===== config.mk =====
export PLATFORM = sky130hd
export DESIGN_NAME = rr_arbiter
export DESIGN_NICKNAME = d
export VERILOG_FILES = /design/src/rtl/rr_arbiter.sv
export SDC_FILE = /design/constraint.sdc
export NUM_CORES = 1
export LEC_CHECK = 0
export ABC_AREA = 1
export CELL_PAD_IN_SITES_DETAIL_PLACEMENT = 1
export CELL_PAD_IN_SITES_GLOBAL_PLACEMENT = 2
export CORE_MARGIN = 4
export CORE_UTILIZATION = 31
export DETAILED_ROUTE_END_ITERATION = 16
export HOLD_SLACK_MARGIN = 0.1
export PLACE_DENSITY_LB_ADDON = 0.1
export SYNTH_ARGS = -nofsm -noshare
export SYNTH_HDL_FRONTEND = slang
export SYNTH_SLANG_ARGS = --single-unit

===== constraint.sdc =====
create_clock -name clk_i -period 3.32 [get_ports clk_i]
set_input_delay 0.664 -clock clk_i [delete_from_list [all_inputs] [get_ports clk_i]]
set_output_delay 0.664 -clock clk_i [all_outputs]
set_load 0.005 [all_outputs]

===== src/rtl/rr_arbiter.sv =====
// Round-robin arbiter with grant hold, release and hold-limit timeout.
// All outputs are registered; owner is lowest priority at each re-arbitration.
module rr_arbiter #(
   parameter int unsigned N        = 3,
   parameter int unsigned IDX_W    = (N > 2) ? $clog2(N) : 1,
   parameter int unsigned HOLD_MAX = 8,
   parameter int unsigned CNT_W    = (HOLD_MAX > 0) ? $clog2(HOLD_MAX + 1) : 1
) (
   input  logic             clk_i,
   input  logic             reset_i,
   input  logic [N-1:0]     req_i,
   input  logic             release_i,
   output logic [N-1:0]     grant_o,
   output logic [IDX_W-1:0] grant_idx_o,
   output logic             grant_valid_o,
   output logic             timeout_o
);

   typedef enum logic {IDLE, BUSY} state_t;

   localparam logic [CNT_W-1:0] HOLD_LAST = CNT_W'((HOLD_MAX > 0) ? HOLD_MAX - 1 : 0);
   localparam logic [N-1:0]     ONE       = N'(1);
   localparam logic [IDX_W-1:0] LAST_RST  = IDX_W'(N - 1);

   state_t           state_q, state_d;
   logic [N-1:0]     grant_q, grant_d;
   logic [IDX_W-1:0] idx_q, idx_d;
   logic             valid_q, valid_d;
   logic             timeout_q, timeout_d;
   logic [IDX_W-1:0] last_q, last_d;
   logic [CNT_W-1:0] cnt_q, cnt_d;

   logic [N-1:0]     cand;
   logic             found;
   logic [IDX_W-1:0] win;
   logic             own_req;
   logic             hit_limit;
   logic             end_grant;

   // Scan starts one past last; offset N lands back on last so the owner ranks lowest.
   always_comb begin
      cand      = req_i;
      found     = 1'b0;
      win       = '0;
      own_req   = req_i[last_q];
      hit_limit = (HOLD_MAX != 0) && (cnt_q == HOLD_LAST);
      end_grant = release_i | ~own_req | hit_limit;
      if (state_q == BUSY && release_i) begin
         cand[last_q] = 1'b0;
      end
      for (int unsigned k = 1; k <= N; k++) begin
         int unsigned pos;
         pos = (int'(last_q) + k) % N;
         if (!found && cand[pos]) begin
            found = 1'b1;
            win   = IDX_W'(pos);
         end
      end
   end

   always_comb begin
      state_d   = state_q;
      grant_d   = grant_q;
      idx_d     = idx_q;
      valid_d   = valid_q;
      timeout_d = 1'b0;
      last_d    = last_q;
      cnt_d     = cnt_q;
      case (state_q)
         IDLE: begin
            if (found) begin
               state_d = BUSY;
               grant_d = ONE << win;
               idx_d   = win;
               valid_d = 1'b1;
               last_d  = win;
               cnt_d   = '0;
            end
         end
         BUSY: begin
            if (!end_grant) begin
               if (HOLD_MAX != 0 && cnt_q != HOLD_LAST) begin
                  cnt_d = cnt_q + 1'b1;
               end
            end else begin
               timeout_d = hit_limit & ~release_i & own_req;
               cnt_d     = '0;
               if (found) begin
                  grant_d = ONE << win;
                  idx_d   = win;
                  last_d  = win;
               end else begin
                  state_d = IDLE;
                  grant_d = '0;
                  idx_d   = '0;
                  valid_d = 1'b0;
               end
            end
         end
         default: state_d = IDLE;
      endcase
   end

   always_ff @(posedge clk_i) begin
      if (reset_i) begin
         state_q   <= IDLE;
         grant_q   <= '0;
         idx_q     <= '0;
         valid_q   <= 1'b0;
         timeout_q <= 1'b0;
         last_q    <= LAST_RST;
         cnt_q     <= '0;
      end else begin
         state_q   <= state_d;
         grant_q   <= grant_d;
         idx_q     <= idx_d;
         valid_q   <= valid_d;
         timeout_q <= timeout_d;
         last_q    <= last_d;
         cnt_q     <= cnt_d;
      end
   end

   assign grant_o       = grant_q;
   assign grant_idx_o   = idx_q;
   assign grant_valid_o = valid_q;
   assign timeout_o     = timeout_q;

endmodule


==> flow_summary.toml, run 1 <==
[die]
core_um2 = 2810
die_y_um = 62.7
start_util_pct = 33.1
dieArea_um2 = 3930
num_rows = 19
die_w_um = 62.7
ios = 13

[logic_synthesis]
synth_top_area_cell = "dfxtp_1"
netlist_instances = 134
synthDistinctLibCells = 20
synth_compound_area_share_pct = 9.97
synth_warnings = 0
synth_simple_gate_area_share_pct = 41.1
synthMuxAreaShare_pct = 0
synthXorXnorAreaFrac_pct = 1.89
synth_adder_area_share_pct = 9.43
synth_top_cells_by_area = "dfxtp_1 30%, nand2_1 14%, ha_1 9.4%, nand3_2 7.5%, nand3_1 7.0%"
synth_top_area_share_pct = 30.2
syn-num-nets = 147
synth_seq_cells = 14
yosysSeqAreaShare_pct = 30.2
syn_area_per_cell_um2 = 6.93
synth_top_family_by_area = "simple AND/OR/NAND/NOR gates"
syn_area_um2 = 928

[detailed_routing]
dr.pass1.iters = 4
finalWirelength_mm = 2.32
drc = 0
drt-initial-drc-count = 14
viasPerCell = 4.94
detail_route.wl_per_cell_um = 13.0
drtAntennaViolNets = 0
vias = 885

[timing]
worstMarginPinSlew_ns = 0.336
relSlewSlack_pct = 77.5
finalCritPeriodShare_pct = 73.2
finalClockSkew_ns = 0.00951
slew_viol_final = 0
hold_slack_ns = 0.467
finalHoldViolCount = 0
finalSetupTns_ns = 0
min_period_ns = 2.43
fmax_mhz = 412
rsz0062_at_grt = "false"
setup_viol = 0

[hold_path]
min_path_cells = 2
hold_path_class = "flip-flop to flip-flop"
whs_endpoint = "grant_o[1]$_SDFFE_PP0P_"
min-delay-start = "grant_o[1]$_SDFFE_PP0P_"

[worst_setup_path]
crit_arrival_ns = 2.62
rr_worst_depth = 13
endpoint_kind = "flip-flop"
critPathLaunchType = "primary input"
critPathKind = "primary input to flip-flop"
r2r_slack_ns = 0.93
crit_required_ns = 3.51
crit_path_max_fanout = 5
reg2reg_to = "cnt_q[3]$_SDFFE_PP0P_"
r2r_start = "last_q[0]$_SDFFE_PP0P_"

[cells_and_area]
insertedDiodeCount = 0
areaGrowthSynthToFinish_pct = 19.4
nets = 162
drive_above_1_share_pct = 13.5
final_cell_mix = "35 x nand2_1, 14 x dfxtp_1, 13 x nand3_1, 13 x nor2_1"
final_common_cell = "nand2_1"
num-fill-cells = 360

[clock_tree]
worstSkewPairLatency_ns = 0.28
htreeDepth = 1
cts_hold_repair.buffers = 0
cts_resized = 0
clkTransAtPathRegs_ns = 0.09
root_buffer = "clkbuf_4"
cts.path.max_buffers = 2
postCtsSetupRepairBufs = 0
clock_sinks = 14
cts_buffers = 3
cts_tree = "yes"

[global_routing]
first_global_vias = 896
grt_max_degree = 10
antenna_found_initial = 0
grt_pass1_wl_mm = 4.24
grt.overflow.total = 0
grt_use_total_pct = 13.0

[job]
cap_violations = 0

[power_and_ir_drop]
leakagePower_nw = 0.521
ir_drop_uv = 367
power_density_nw_per_um2 = 847

[placed_design]
gp_congestion = 0.927
dp_hpwl_mm = 1.88
port-buffer-count = 12

[status]
status = "complete, no violations"
## worst max path at each step
stage	startpoint	to
floorplan	last_q[0]$_SDFFE_PP0P_	cnt_q[3]$_SDFFE_PP0P_
finish	release_i	cnt_q[3]$_SDFFE_PP0P_
detailed placement	release_i	cnt_q[3]$_SDFFE_PP0P_
CTS	release_i	cnt_q[3]$_SDFFE_PP0P_
global placement	release_i	cnt_q[3]$_SDFFE_PP0P_
global route	last_q[0]$_SDFFE_PP0P_	cnt_q[2]$_SDFFE_PP0P_
## layer usage
metal	part of all wire (%)	vias to the layer above	global-route usage [%]
li1	-	468	-
met1	54	408	18.2
met2	43	9	19.7
met3	3.4	0	4.32
met4	0	0	1.65
met5	0	-	0
## flip-flops by register name (all words and copies together) (netlist names)
signal,flops
grant_valid_o,1
last_q,2
state_q,1
cnt_q,4
grant_idx_o,2
grant_o,3
timeout_o,1
## cell usage after synthesis (all sizes together)
cell type and instances:
nand4 4, o211ai 2, ha 7, dfxtp 14
buf 1, nor2 14, a21oi 10, clkinv 1
o21ai 4, inv 13, xor2 2, clkbuf 1
nand2 39, nand3 20, nor3 2
## kinds of logic after synthesis
logic type | after synthesis
AOI/OAI and AO/OA | 16
and+or+nand+nor | 79
xor gates and xnor gates | 2
DFF | 14
adders and majority gates | 7
buffers and inverters | 16
## worst max-delay path, stage by stage
cell,delay [ns]
clkdlybuf4s50_1,0.59
nand3_2,0.15
nand3_1,0.16
nand2_2,0.08
nand2_2,0.11
nand3_2,0.12
inv_1,0.10
ha_1,0.24
inv_1,0.11
nand4_1,0.10
xor2_1,0.15
nor2_1,0.06
## metrics by stage
stage               setup WS [ns]  cell area [µm²]  power [W]  cells  util, %
CTS                         0.885             1110   0.000951    179     39.5
global route                0.651             1110    0.00105    179     39.5
global placement            0.662             1070   0.000816    175     38.2
floorplan                    1.30              928   0.000678    134        -
finish                      0.891             1110   0.000939    179     39.5
detailed placement          0.592             1070   0.000820    175     38.2
## power breakdown
| part | switching [W] | leakage (nW) | internal [W] | total [W] |
|---|---|---|---|---|
| combinational | 0.000356 | 0.386 | 0.000211 | 0.000567 |
| clock | 0.0000577 | 0.0210 | 0.0000667 | 0.000124 |
| sequential | 0.0000386 | 0.115 | 0.000210 | 0.000248 |
| total | 0.000452 | 0.521 | 0.000487 | 0.000939 |
## layout make-up
cell class	count	area [µm²]	share of cell area, %
multi-input combinational	104	579	52.3
sequential	14	280	25.3
timing repair buffer	12	120	10.8
inverter	14	53.8	4.85
tap	31	38.8	3.50
clock buffer	4	36.3	3.27
No activity file was read; power rests on OpenSTA's default activity.
==> run 2, diff against run 1 <==
- CORE_UTILIZATION: 31 -> 29
- clock period: 3.32 -> 2.3 ns (I/O delays scaled with it)
==> flow_summary.toml, run 2 (synthesized netlist as in run 1, its figures left out) <==
[status]
status = "complete, no violations"

[clock_tree]
cts_hold_repair.buffers = 0
cts.path.max_buffers = 2
clkTransAtPathRegs_ns = 0.09
worstSkewPairLatency_ns = 0.28
clock_sinks = 14
htreeDepth = 1
cts_buffers = 3
cts_tree = "yes"
root_buffer = "clkbuf_4"

[global_routing]
grt_use_total_pct = 12.9
grt.overflow.total = 0
first_global_vias = 974
antenna_found_initial = 0
grt_pass1_wl_mm = 4.29
grt_max_degree = 10

[timing]
rsz0062_at_grt = "false"
finalClockSkew_ns = 0.00766
finalHoldViolCount = 0
fmax_mhz = 487
min_period_ns = 2.05
setup_viol = 0
relSlewSlack_pct = 75.7
finalCritPeriodShare_pct = 89.3
slew_viol_final = 0
worstMarginPinSlew_ns = 0.363

[cells_and_area]
largest_register_ffs = 4
final_cell_mix = "35 x nand2_1, 13 x nand3_1, 13 x nor2_1, 13 x dfxtp_1, 12 x clkdlybuf4s50_1"
finalInstanceArea_um2 = 1230
final_common_cell = "nand2_1"
multiInputGateArea_um2 = 612
num-fill-cells = 395
regMostFlops = "cnt_q"
nets = 171
drive_above_1_share_pct = 23.6
insertedDiodeCount = 0
areaGrowthSynthToFinish_pct = 32.7
register_area_um2 = 284
final_util_pct = 40.4

[detailed_routing]
drt-initial-drc-count = 35
dr.pass1.iters = 4
drc = 0
highest_layer = "met3"
wl_met1_mm = 1.22
detail_route.wl_per_cell_um = 11.9
viasPerCell = 4.73
routed-wl-met2_mm = 1.07
vias = 951
drtAntennaViolNets = 0
finalWirelength_mm = 2.40
met3WireLength_um = 98

[worst_setup_path]
reg2reg_to = "cnt_q[3]$_SDFFE_PP0P_"
worstSetupStartpoint = "last_q[0]$_SDFFE_PP0P_"
cp-endpoint = "cnt_q[3]$_SDFFE_PP0P_"
critPathKind = "flip-flop to flip-flop"
critPathLaunchType = "flip-flop"
endpoint_kind = "flip-flop"
crit_path_max_fanout = 6
crit_required_ns = 2.48
crit_arrival_ns = 2.24
r2r_slack_ns = 0.25
rr_worst_depth = 13
r2r_start = "last_q[0]$_SDFFE_PP0P_"

[die]
ios = 13
core_um2 = 3050
start_util_pct = 30.4
num_rows = 20
die_w_um = 64.6
dieArea_um2 = 4170
die_y_um = 64.6

[placed_design]
dp_hpwl_mm = 1.97
place_area_um2 = 1150
port-buffer-count = 12
gp_congestion = 0.833

[hold_path]
hold_path_class = "flip-flop to flip-flop"

[power_and_ir_drop]
ir_drop_uv = 484
leakagePower_nw = 0.561
power.total_w = 0.00152
power_density_nw_per_um2 = 1230

[job]
cap_violations = 0
-- run 2: cell count changes in the layout (fill, tap and decap cells not counted), sizes merged --
cell | previous run | this run
inv | 13 | 12
clkinvlp | 0 | 1
buf | 0 | 9
-- run 2: report_power, final --
| group | internal (W) | switching [W] | leakage (nW) |
|---|---|---|---|
| registers | 0.000304 | 0.0000620 | 0.115 |
| clock network | 0.0000962 | 0.0000814 | 0.0210 |
| logic | 0.000423 | 0.000553 | 0.425 |
-- run 2: layout make-up --
type                    instances  area share, %
flip-flops and latches         14           23.0
repair buffers                 21           15.2
well taps                      44           4.47
multi-input cells             104           49.6
clock buffers                   4           2.94
inverters                      14           4.67
-- run 2: worst min-delay path by stage --
stage,start,depth (start not counted),to
floorplan,grant_valid_o$_SDFFE_PP0P_,2,grant_valid_o$_SDFFE_PP0P_
global placement,grant_valid_o$_SDFFE_PP0P_,2,grant_valid_o$_SDFFE_PP0P_
detailed placement,grant_valid_o$_SDFFE_PP0P_,2,grant_valid_o$_SDFFE_PP0P_
CTS,grant_valid_o$_SDFFE_PP0P_,2,grant_valid_o$_SDFFE_PP0P_
global route,grant_valid_o$_SDFFE_PP0P_,2,grant_valid_o$_SDFFE_PP0P_
finish,grant_valid_o$_SDFFE_PP0P_,2,grant_valid_o$_SDFFE_PP0P_
-- run 2: through the flow --
| step | cells | setup slack (ns) | hold WS [ns] | TNS, ns |
|---|---|---|---|---|
| 4_1_cts | 200 | 0.0493 | 0.469 | 0 |
| 5_1_grt | 201 | 0.0191 | 0.497 | 0 |
| 2_1_floorplan | 134 | 0.284 | 0.455 | 0 |
| 3_5_place_dp | 196 | -0.0551 | 0.456 | -0.0957 |
| 6_report | 201 | 0.246 | 0.465 | 0 |
| 3_3_place_gp | 196 | 0.00708 | 0.450 | 0 |
-- run 2: critical path: stages, from the launching register on --
cell        delay (ns)
dfxtp_4           0.40
clkinvlp_4        0.16
ha_2              0.26
inv_1             0.13
nand3_2           0.10
nand3_1           0.08
nand2_1           0.09
nand3_2           0.09
inv_1             0.06
ha_1              0.20
inv_2             0.08
nand4_1           0.10
xor2_1            0.15
nor2_1            0.06
-- run 2: timing repair --
item,in CTS,in global routing
gates resized for setup,0,11
setup endpoints to repair,0,4
setup buffers,0,1
endpoints found under the hold margin,0,0
-- run 2: layer usage --
metal | up-vias | track usage [%]
met5 | - | 0
met4 | 0 | 0.792
met3 | 0 | 4.33
met2 | 18 | 20.7
met1 | 445 | 17.5
li1 | 488 | -
==> run 3, diff against run 2 <==
- TNS_END_PERCENT: default -> 1
==> results of run 3 <==
The final DEF is identical to that of run 2; final timing and power are the same.
